==> src/rtl/melody_player.sv <==
// melody_player: programmable square-wave melody sequencer.
//   Holds a writable song table of (frequency, duration) entries and plays
//   entries 0..last_idx in order, once or looped. Each tone's half-period is
//   computed at runtime by a 32-cycle restoring divider. The output is the
//   tone square wave gated by a free-running PWM carrier for volume.
// Ports:
//   clk, reset               clock, asynchronous active-high reset
//   wr_en/wr_addr/wr_freq/wr_dur   song-table write port (any state)
//   start, stop              begin playback at entry 0 / abort playback
//   loop_en, last_idx        wrap after last entry / final entry (latched on start)
//   volume                   PWM level, 0 = mute
//   busy, note_idx, done     status: playing, current entry, completion pulse
//   pwm_out                  audio output
module melody_player #(
    parameter int unsigned CLK_FREQ    = 50000000,
    parameter int unsigned ADDR_W      = 5,
    parameter int unsigned FREQ_W      = 12,
    parameter int unsigned DUR_W       = 8,
    parameter int unsigned TICK_CYCLES = 2500000,
    parameter int unsigned VOL_W       = 4
) (
    input  logic              clk,
    input  logic              reset,
    input  logic              wr_en,
    input  logic [ADDR_W-1:0] wr_addr,
    input  logic [FREQ_W-1:0] wr_freq,
    input  logic [DUR_W-1:0]  wr_dur,
    input  logic              start,
    input  logic              stop,
    input  logic              loop_en,
    input  logic [ADDR_W-1:0] last_idx,
    input  logic [VOL_W-1:0]  volume,
    output logic              busy,
    output logic [ADDR_W-1:0] note_idx,
    output logic              done,
    output logic              pwm_out
);

    localparam int unsigned DEPTH    = 2**ADDR_W;
    localparam logic [31:0] DIVIDEND = 32'(CLK_FREQ / 2);
    localparam logic [31:0] TICK_MAX = 32'(TICK_CYCLES - 1);

    typedef enum logic [2:0] {IDLE, LOAD, DIV, PLAY, FIN} state_t;
    state_t state, state_nxt;

    // Song table: not reset, so contents survive a reset.
    logic [FREQ_W-1:0] freq_mem [DEPTH];
    logic [DUR_W-1:0]  dur_mem  [DEPTH];

    always_ff @(posedge clk) begin
        if (wr_en) begin
            freq_mem[wr_addr] <= wr_freq;
            dur_mem[wr_addr]  <= wr_dur;
        end
    end

    logic [FREQ_W-1:0] cur_freq;
    logic [DUR_W-1:0]  cur_dur;
    logic [ADDR_W-1:0] last_q;
    logic [31:0]       rem, quo, half, hcnt, tick_cnt;
    logic [4:0]        div_cnt;
    logic [DUR_W-1:0]  tick_num;
    logic              phase;
    logic [VOL_W-1:0]  pc;

    // One restoring-division step: shift next dividend bit into the remainder.
    logic [32:0] shifted;
    logic [31:0] dvsr, rem_nxt, quo_nxt;
    logic        sub_ok;
    assign dvsr    = {{(32-FREQ_W){1'b0}}, cur_freq};
    assign shifted = {rem, quo[31]};
    assign sub_ok  = shifted >= {1'b0, dvsr};
    // When sub_ok the true difference fits 32 bits, so modulo subtract is exact.
    assign rem_nxt = sub_ok ? (shifted[31:0] - dvsr) : shifted[31:0];
    assign quo_nxt = {quo[30:0], sub_ok};

    logic [DUR_W-1:0] dur_eff;
    logic             play_end, advance, wrap;
    assign dur_eff  = (cur_dur == '0) ? DUR_W'(1) : cur_dur;
    assign play_end = (state == PLAY) && (tick_cnt == TICK_MAX)
                      && (tick_num == dur_eff - 1'b1);
    assign advance  = play_end && (note_idx != last_q);
    assign wrap     = play_end && (note_idx == last_q) && loop_en;

    always_ff @(posedge clk or posedge reset) begin
        if (reset) state <= IDLE;
        else       state <= state_nxt;
    end

    always_comb begin
        state_nxt = state;
        case (state)
            IDLE: if (start) state_nxt = LOAD;
            // Decide rest vs. tone from the table word being latched this cycle.
            LOAD: state_nxt = (freq_mem[note_idx] == '0) ? PLAY : DIV;
            DIV:  if (div_cnt == 5'd31) state_nxt = PLAY;
            PLAY: if (play_end) state_nxt = (advance || wrap) ? LOAD : FIN;
            FIN:  state_nxt = IDLE;
            default: state_nxt = IDLE;
        endcase
        // stop wins over everything, including a same-cycle start in IDLE.
        if (stop) state_nxt = IDLE;
    end

    always_ff @(posedge clk or posedge reset) begin
        if (reset) begin
            cur_freq <= '0; cur_dur <= '0; last_q <= '0; note_idx <= '0;
            rem <= '0; quo <= '0; half <= '0; div_cnt <= '0;
            hcnt <= '0; phase <= 1'b0; tick_cnt <= '0; tick_num <= '0;
            pc <= '0;
        end else begin
            pc <= pc + 1'b1;
            case (state)
                IDLE: if (start && !stop) begin
                    last_q   <= last_idx;
                    note_idx <= '0;
                end
                LOAD: begin
                    cur_freq <= freq_mem[note_idx];
                    cur_dur  <= dur_mem[note_idx];
                    rem      <= '0;
                    quo      <= DIVIDEND;
                    div_cnt  <= '0;
                end
                DIV: begin
                    rem     <= rem_nxt;
                    quo     <= quo_nxt;
                    div_cnt <= div_cnt + 1'b1;
                    if (div_cnt == 5'd31)
                        half <= (quo_nxt == 32'd0) ? 32'd1 : quo_nxt;
                end
                PLAY: if (!stop) begin
                    if (advance)   note_idx <= note_idx + 1'b1;
                    else if (wrap) note_idx <= '0;
                end
                default: ;
            endcase

            // Tone and tick counters run only in PLAY and restart from zero on
            // every entry, since LOAD always precedes PLAY.
            if (state == PLAY) begin
                if (hcnt == half - 32'd1) begin
                    hcnt  <= '0;
                    phase <= ~phase;
                end else begin
                    hcnt <= hcnt + 32'd1;
                end
                if (tick_cnt == TICK_MAX) begin
                    tick_cnt <= '0;
                    tick_num <= tick_num + 1'b1;
                end else begin
                    tick_cnt <= tick_cnt + 32'd1;
                end
            end else begin
                hcnt     <= '0;
                phase    <= 1'b0;
                tick_cnt <= '0;
                tick_num <= '0;
            end
        end
    end

    assign busy    = (state != IDLE);
    assign done    = (state == FIN);
    assign pwm_out = (state == PLAY) && (cur_freq != '0) && phase && (pc < volume);

endmodule

==> config.mk <==
export PLATFORM = sky130hd
export DESIGN_NAME = melody_player
export DESIGN_NICKNAME = d
export VERILOG_FILES = /design/src/rtl/melody_player.sv
export SDC_FILE = /design/constraint.sdc
export NUM_CORES = 1
export LEC_CHECK = 0
export ABC_AREA = 1
export BUFFER_PORTS_ARGS = -buffer_cell sky130_fd_sc_hd__buf_4
export CORE_ASPECT_RATIO = 1.5
export CORE_MARGIN = 3
export CORE_UTILIZATION = 31
export DETAILED_ROUTE_END_ITERATION = 6
export SLEW_MARGIN = 20
export SYNTH_ARGS = -nofsm -noshare
export SYNTH_HDL_FRONTEND = slang
export SYNTH_SLANG_ARGS = --single-unit
==> constraint.sdc <==
create_clock -name clk -period 10.7 [get_ports clk]
set_input_delay 1.07 -clock clk [delete_from_list [all_inputs] [get_ports clk]]
set_output_delay 1.07 -clock clk [all_outputs]
set_load 0.005 [all_outputs]
==> flow_summary.ini, run 1 <==
[timing]
slew_headroom_pct = 11.8
hold_violations = 0
fin_ws_ns = 6.83
fin_crit_ns = 3.87
post-route-period-util_pct = 36.2
finalClockSkew_ns = 0.0628
max_freq_mhz = 258
fin_tns_setup_ns = 0
grt_setup_unrepaired = false
setup_viol_count_final = 0
drv_slew = 0
worst_slew_pin_slew_ns = 1.32

[setup_path]
cp_max_fo = 186
cp.required_ns = 11.27
cp.arrival_ns = 4.44
r2r_end = state[0]$_DFFE_PP0P_
crit_type = flip-flop to flip-flop
reg2reg_slack_ns = 6.83
r2r_cells = 15
endpoint_kind = flip-flop
r2r-start = note_idx[0]$_DFFE_PP0P_
cp-start-kind = flip-flop

[die]
die_x_um = 292
fp.dieArea_um2 = 127000
initial_core_util_pct = 31.3
floorplan.core_area_um2 = 121000
die_h_um = 434
pin_count = 48
rows = 156

[drt]
post_drt_wl_per_cell_um = 18.6
postRouteAntennaNets = 0
vias_per_cell = 4.98
drc = 0
dr.pass1.iters = 6
drt-total-wl_um = 98400
drt_iter0_drc = 1997
vias = 26400

[clock_tree]
cts.repair_timing.setup_buffer_count = 0
cts_max_level = 3
cts_repair_resize_count = 0
clock_path_buffers = 3
path_clk_slew_ns = 0.06
insertion_delay_ns = 0.70
tritoncts = built
clkSinkCount = 851
cts_hold_buf = 0
root_buffer = clkbuf_16
numCtsBuffers = 83

[synthesis]
yosysWarnings = 0
synth.distinct_cells = 57
synthFlopType = edfxtp_1
synthTopCellsByArea = edfxtp_1 (51%), dfrtp_1 (14%), nand2_1 (8.1%)
synthTopCellsByCount = nand2_1 (818), edfxtp_1 (640), nor2_1 (374)
synth_edf_count = 640
yosysMostFrequentCell = nand2_1
syn_avg_cell_area_um2 = 10.5
syn-num-nets = 3691
netlist.area_leader.share_pct = 50.7
yosysSeqAreaShare_pct = 64.6
synth_area_leader_cell = edfxtp_1
syn_area_um2 = 37900
ys_async_sr_fraction_pct = 24.8
ys_ff_latch = 851
postSynthCellCount = 3626

[grt]
antenna_found_initial = 3
grt_max_degree = 205
grt_first_pass_wirelength_um = 152000
track_usage_pct = 15.4
grt_pass1_vias = 26200
grt-ovfl-total = 0

[place]
dp_hpwl_um = 59800
dpl_worst_slack_ns = 6.95
routabilityCongestion = 0.850
numPortBuffers = 47

[power]
p_per_area_nw_per_um2 = 191
leakagePower_nw = 16.2
vdd_drop_max_mv = 0.136

[layout]
fillers = 12000
ff_latch_area_um2 = 24500
antenna_cells = 0
syn2layout_area_growth_pct = 12.9
utilization_pct = 35.4
nets = 3706
layout-drive-gt1-share_pct = 8.60
multi_input_area_um2 = 11800

[run]
drv_cap = 0

[run_status]
status = complete, no violations

[worst_hold_path]
hp-class = input pin to async pin
logic make-up (layout without fill, tap and decap cells):
family	Yosys count	in the layout	synth area share [%]
AOI/OAI and AO/OA	470	470	7.13
xor gates and xnor gates	122	122	2.93
adders and majority gates	25	25	0.845
buffers and inverters	418	501	4.49
DFF	851	851	64.6
muxes	23	23	0.617
and+or+nand+nor	1717	1717	19.4
layout make-up:
class	instances	share of cell area (%)
multi-input cells	2357	27.6
clock inverters	56	1.52
flip-flops and latches	851	57.3
inverters	249	2.23
clock buffers	97	4.98
repair buffers	99	1.80
well taps	1580	4.62
layer usage:
layer | wire length [um] | track usage [%] | share of wire, %
met1 | 38100 | 17.4 | 39
met2 | 52500 | 29.1 | 53
met3 | 4650 | 2.37 | 4.7
met4 | 3150 | 5.89 | 3.2
met5 | 34 | 0 | 0.035
per-stage QoR:
stage | hold WS (ns) | instances | total power, mW | instance area [um^2]
global route | 0.460 | 5289 | 8.55 | 42800
detailed placement | 0.460 | 5136 | 5.24 | 40000
floorplan | 0.434 | 3626 | 4.82 | 37900
global placement | 0.455 | 5136 | 5.22 | 40000
finish | 0.432 | 5289 | 8.16 | 42800
CTS | 0.426 | 5289 | 8.22 | 42800
registers in the layout (all words and copies together) (netlist names):
name	flops
rem	32
note_idx	5
cur_freq	12
dur_mem	256
pc	4
tick_num	8
div_cnt	5
state	3
last_q	5
hcnt	32
freq_mem	384
tick_cnt	32
half	32
quo	32
cur_dur	8
phase	1
worst max-delay path, cell delays in order, from the launching register on:
cell	delay [ns]
dfrtp_4	0.94
inv_8	0.43
buf_12	0.39
nand2_1	0.17
nand3_1	0.08
nand3_1	0.11
nand2_1	0.09
nand2_1	0.06
nand2_1	0.10
o21ai_0	0.44
nand3_1	0.25
nor2_1	0.15
nand2_1	0.10
nand2_1	0.08
nand2_1	0.05
nand2_1	0.05
worst max path at each step:
stage	start	to
2_1_floorplan	reset	cur_dur[0]$_DFFE_PP0P_
3_3_place_gp	note_idx[0]$_DFFE_PP0P_	state[0]$_DFFE_PP0P_
3_5_place_dp	note_idx[0]$_DFFE_PP0P_	state[0]$_DFFE_PP0P_
4_1_cts	note_idx[0]$_DFFE_PP0P_	note_idx[0]
5_1_grt	note_idx[0]$_DFFE_PP0P_	state[0]$_DFFE_PP0P_
6_report	note_idx[0]$_DFFE_PP0P_	state[0]$_DFFE_PP0P_
power breakdown:
group	internal, mW	switching, mW	leakage, nW
clock	1.67	1.32	1.35
combinational	0.410	0.923	6.26
sequential	3.73	0.107	8.57
cell usage in the layout (no fill, tap or decap), types with 61 or more instances in the layout:
cell type / Yosys / routed
nand2_1: 818 / 818
edfxtp_1: 640 / 640
nand3_1: 364 / 364
nor2_1: 374 / 342
o21ai_0: 249 / 249
inv_1: 242 / 239
dfrtp_1: 211 / 207
buf_4: 11 / 96
clkbuf_16: 0 / 83
xor2_1: 76 / 76
o22ai_1: 70 / 70
a21oi_1: 61 / 61
(Power assumes the default switching activity.)
==> inputs of run 2 (changes only) <==
==> constraint.sdc (replaced) <==
create_clock -name clk -period 3.2 [get_ports clk]
set_input_delay 0.32 -clock clk [delete_from_list [all_inputs] [get_ports clk]]
set_output_delay 0.32 -clock clk [all_outputs]
set_load 0.005 [all_outputs]
==> flow_summary.ini, run 2 (synthesis gave the netlist of run 1 again) <==
[drt]
drt_iter0_drc = 2011
drt-total-wl_um = 96800
vias_per_cell = 4.90
vias = 26200
dr.pass1.iters = 7
post_drt_wl_per_cell_um = 18.2
postRouteAntennaNets = 0
drc = 0

[grt]
grt_pass1_vias = 25900
antenna_found_initial = 1
grt_first_pass_wirelength_um = 150000
grt_max_degree = 111
grt-ovfl-total = 0
track_usage_pct = 15.2

[layout]
syn2layout_area_growth_pct = 14.7
reg.largest.list = freq_mem: 384 flops, dur_mem: 256 flops
layout-drive-gt1-share_pct = 9.46
layout_commonest_cell = nand2_1
largest_reg_flops = 384
final_cell_mix = nand2_1 (817), edfxtp_1 (640), nand3_1 (364), nor2_1 (340), o21ai_0 (249)
nets = 3749
largest-register = freq_mem

[die]
rows = 156
fp.dieArea_um2 = 127000
die_h_um = 434
die_x_um = 292
floorplan.core_area_um2 = 121000
initial_core_util_pct = 31.3
pin_count = 48

[power]
leakagePower_nw = 16.5
vdd_drop_max_mv = 0.339
p_per_area_nw_per_um2 = 627

[setup_path]
cp_max_fo = 4
r2r-start = cur_freq[0]$_DFFE_PP0P_
crit_type = flip-flop to flip-flop
endpoint_kind = flip-flop
cp-start-kind = flip-flop
r2r_end = rem[30]$_DFFE_PP0P_
reg2reg_slack_ns = 0.39
cp.arrival_ns = 3.40
cp.required_ns = 3.79
r2r_cells = 13

[clock_tree]
root_buffer = clkbuf_16
clkSinkCount = 851
insertion_delay_ns = 0.67
path_clk_slew_ns = 0.06
numCtsBuffers = 83
cts_max_level = 3
tritoncts = built
clock_path_buffers = 3

[timing]
post-route-period-util_pct = 87.9
drv_slew = 0
finalClockSkew_ns = 0.0484
finalHoldWorstSlack_ns = 0.0510
fin_tns_setup_ns = 0
hold_violations = 0
fin_crit_ns = 2.81
worst_slew_pin_slew_ns = 0.789
grt_setup_unrepaired = false
max_freq_mhz = 356
setup_viol_count_final = 0
slew_headroom_pct = 47.1

[place]
dp_hpwl_um = 61500
routabilityCongestion = 0.859
numPortBuffers = 47

[worst_hold_path]
hp-start = loop_en
hp-class = input pin to flip-flop
hold_path_depth = 4
hold_end = state[2]$_DFFE_PP0P_

[run]
drv_cap = 0

[run_status]
status = complete, no violations
[run 2: area by class of cell]
cell class                      count  area [um^2]
Antenna cell                        2         5.00
Sequential cell                   851        24500
Clock inverter                     51          572
Fill cell                       11900        77500
Tap cell                         1580         1980
Clock buffer                      102         2240
Inverter                          249          950
Multi-Input combinational cell   2357        11800
Timing Repair Buffer              142         1410
[run 2: how the worst max path moves through the flow]
stage                                    endpoint                     from  slack, ns
after detailed placement  note_idx[2]$_DFFE_PP0P_   cur_dur[3]$_DFFE_PP0P_       0.36
after global routing      note_idx[3]$_DFFE_PP0P_   cur_dur[3]$_DFFE_PP0P_       0.05
after floorplan            cur_dur[0]$_DFFE_PP0P_                    reset       0.14
after global placement    note_idx[1]$_DFFE_PP0P_   cur_dur[2]$_DFFE_PP0P_       0.36
final                         rem[30]$_DFFE_PP0P_  cur_freq[0]$_DFFE_PP0P_       0.39
after CTS                 note_idx[2]$_DFFE_PP0P_   cur_dur[3]$_DFFE_PP0P_       0.31
[run 2: per-layer routing]
| layer | routed length, um | vias up | global-route usage, % |
|---|---|---|---|
| met5 | 9 | - | 0 |
| li1 | - | 12600 | - |
| met4 | 2830 | 2 | 5.46 |
| met1 | 38200 | 12800 | 17.4 |
| met3 | 4580 | 153 | 2.46 |
| met2 | 51200 | 608 | 28.6 |
[run 2: what timing repair did]
item                                    in CTS  in global routing
hold buffers                                 7                  0
endpoints found under the setup margin       0                  5
setup buffers                                0                  0
gates resized for setup                      0                  3
hold endpoints to repair                    88                  0
[run 2: report_power, final]
| part | internal, mW | switching, mW |
|---|---|---|
| Combinational | 1.42 | 3.01 |
| Sequential | 12.5 | 0.335 |
| Clock | 5.69 | 4.31 |
[run 2: critical path, cell delays in order, from the launching register on]
cell	delay, ns
dfrtp_1	0.38
ha_1	0.24
fa_1	0.41
o21ai_0	0.44
a21oi_1	0.23
o21ai_0	0.33
nand2_1	0.19
nand2_1	0.14
inv_1	0.07
nand2_1	0.06
nand2_1	0.04
nand2_1	0.05
nand3_1	0.06
nand2_1	0.08
[run 2: stage by stage]
| step | worst slack, ns | total power, mW | std cells | utilization, % | instance area, um^2 |
|---|---|---|---|---|---|
| detailed placement | 0.360 | 17.5 | 5172 | 33.5 | 40600 |
| CTS | 0.308 | 27.5 | 5332 | 35.9 | 43500 |
| global placement | 0.355 | 17.4 | 5172 | 33.5 | 40600 |
| floorplan | 0.138 | 16.1 | 3626 | - | 37900 |
| finish | 0.388 | 27.2 | 5334 | 35.9 | 43500 |
| global route | 0.0540 | 28.6 | 5332 | 35.9 | 43500 |
==> inputs of run 3 (changes only) <==
--- a/config.mk
+++ b/config.mk
@@ -11,6 +11,8 @@
 export CORE_MARGIN = 3
 export CORE_UTILIZATION = 31
 export DETAILED_ROUTE_END_ITERATION = 6
+export GPL_TIMING_DRIVEN = 0
+export REMOVE_ABC_BUFFERS = 1
 export SLEW_MARGIN = 20
 export SYNTH_ARGS = -nofsm -noshare
 export SYNTH_HDL_FRONTEND = slang
==> flow_summary.ini, run 3 (synthesis gave the netlist of run 1 again) <==
[grt]
antenna_found_initial = 0
grt_pass1_vias = 26100
grt-ovfl-total = 0
grt_first_pass_wirelength_um = 151000
track_usage_pct = 15.3
grt_max_degree = 113

[clock_tree]
cts_max_level = 3
path_clk_slew_ns = 0.06
tritoncts = built
root_buffer = clkbuf_16
clkSinkCount = 851
insertion_delay_ns = 0.69
numCtsBuffers = 86
clock_path_buffers = 3

[power]
combPwrFrac_pct = 16.3
leakagePower_nw = 16.6
power_switching_mw = 7.76
power.internal_mw = 19.8
vdd_drop_max_mv = 0.394
power_frac_seq_pct = 46.5
pwr-share-clk_pct = 37.2
sw_frac_of_total_pct = 28.2
p_per_area_nw_per_um2 = 624

[timing]
setup_viol_count_final = 0
drv_slew = 0
finalClockSkew_ns = 0.0367
worst_slew_pin_slew_ns = 0.936
fin_crit_ns = 3.13
post-route-period-util_pct = 98.0
hold_violations = 0
max_freq_mhz = 319
slew_headroom_pct = 37.4
grt_setup_unrepaired = true

[layout]
nets = 3724
finalNonFillerCells = 5309
syn2layout_area_growth_pct = 16.5
layout-drive-gt1-share_pct = 9.04
final_cell_mix = nand2_1 (811), edfxtp_1 (640), nand3_1 (364), nor2_1 (339), o21ai_0 (248)
largest_reg_flops = 384
reg.largest.list = freq_mem: 384 flops, dur_mem: 256 flops
antenna_cells = 0
fillers = 11600
largest-register = freq_mem
layout_commonest_cell = nand2_1
fin_area_um2 = 44200

[setup_path]
cp-start-kind = flip-flop
cp.required_ns = 3.80
r2r_cells = 16
crit_path_cell_trace = buf_16 -> clkinv_16 -> buf_16 -> nand2_1 -> nand3_1 -> nand3_1 -> nand2_1 -> nand2_1 -> nand3_1 -> nand2_1 -> nand3_1 -> nor2_1 -> nand2_1 -> nand2_1 -> nand2_1 -> nand2_1
critPathLaunch = note_idx[0]$_DFFE_PP0P_
reg2reg_slack_ns = 0.07
cp.arrival_ns = 3.73
path_common_cell = nand2_1
endpoint_kind = flip-flop
r2r-start = note_idx[0]$_DFFE_PP0P_
r2r_end = state[0]$_DFFE_PP0P_
cp_max_fo = 93
critPathMaxStageDelay_ns = 0.60
cp_slowest_cell = dfrtp_4
crit_type = flip-flop to flip-flop

[worst_hold_path]
hp-start = wr_freq[8]
hp-class = input pin to flip-flop
hold_end = freq_mem[2][8]$_DFFE_PP_
hold_path_depth = 1

[place]
dp_cells = 5137
routabilityCongestion = 0.847
dp_hpwl_um = 59700
numPortBuffers = 47
dpl_cell_area_um2 = 41000

[die]
floorplan.core_area_um2 = 121000
die_h_um = 434
initial_core_util_pct = 31.3
die_x_um = 292
rows = 156
fp.dieArea_um2 = 127000
pin_count = 48

[drt]
drt-total-wl_um = 98400
vias_per_cell = 5.00
post_drt_wl_per_cell_um = 18.5
postRouteAntennaNets = 0
dr.pass1.iters = 7
drc = 0
vias = 26600
drt_iter0_drc = 2002

[run]
drv_cap = 0

[run_status]
status = complete, no violations
## run 3: cell types whose count changed in the layout (fill, tap and decap cells not counted), sizes merged
cell      before  now
buf          135  104
clkbuf       102  110
clkinvlp       6    4
diode          2    0
bufbuf         0    1
bufinv         8    9
## run 3: worst max path at each step
stage                                          to  slack (ns)
after floorplan           note_idx[2]$_DFFE_PP0P_       -8.41
after global placement       state[0]$_DFFE_PP0P_      -21.27
after detailed placement       rem[5]$_DFFE_PP0P_       -0.36
after CTS                     rem[11]$_DFFE_PP0P_       0.004
after global routing      note_idx[3]$_DFFE_PP0P_       -0.05
final                        state[0]$_DFFE_PP0P_        0.07
## run 3: repair_timing
action	4_1_cts	5_1_grt
endpoints found under the hold margin	76	0
gates resized for setup	6	15
hold buffers	7	0
gates cloned	1	2
pin swaps	0	1
setup buffers	1	3
endpoints found under the setup margin	27	51
## run 3: layout make-up
type	count	area, um^2	share of cell area (%)
clock buffers	109	2300	5.21
repair inverters	1	11.3	0.0255
multi-input cells	2357	12000	27.2
repair buffers	113	1780	4.02
well taps	1580	1980	4.48
flip-flops and latches	851	24500	55.5
clock inverters	49	573	1.30
inverters	249	1010	2.29
## run 3: layer usage
metal,vias up,share of wire [%],global-route usage (%)
li1,12600,-,-
met1,13000,39,17.6
met2,744,52,28.0
met3,226,5.5,2.22
met4,0,3.9,6.66
met5,-,0,0
## run 3: power by group through the flow
stage / logic [mW] / clock network (mW) / registers [mW]
after floorplan: 3.06 / 0 / 13.0
after CTS: 4.45 / 10.4 / 12.8
after global routing: 5.06 / 10.9 / 12.9
after detailed placement: 4.40 / 0 / 13.0
after global placement: 4.23 / 0 / 13.0
final: 4.48 / 10.3 / 12.8
## run 3: per-stage QoR
| stage | setup WS (ns) | hold slack [ns] | total power, mW | TNS (ns) | util (%) |
|---|---|---|---|---|---|
| finish | 0.0651 | 0.0476 | 27.5 | 0 | 36.5 |
| global route | -0.0543 | 0.0325 | 28.8 | -0.190 | 36.5 |
| CTS | 0.00432 | 0.00291 | 27.7 | 0 | 36.4 |
| detailed placement | -0.357 | 0.402 | 17.4 | -6.35 | 33.9 |
| global placement | -21.27 | 0.453 | 17.3 | -1900.98 | 32.6 |
| floorplan | -8.41 | 0.419 | 16.0 | -831.40 | - |
## run 3: critical path: cells and delay by family, from the launching register on
| kind | cells | cell delay [ns] |
|---|---|---|
| buffers and inverters | 3 | 0.81 |
| and+or+nand+nor | 13 | 1.41 |
| DFF | 1 | 0.60 |
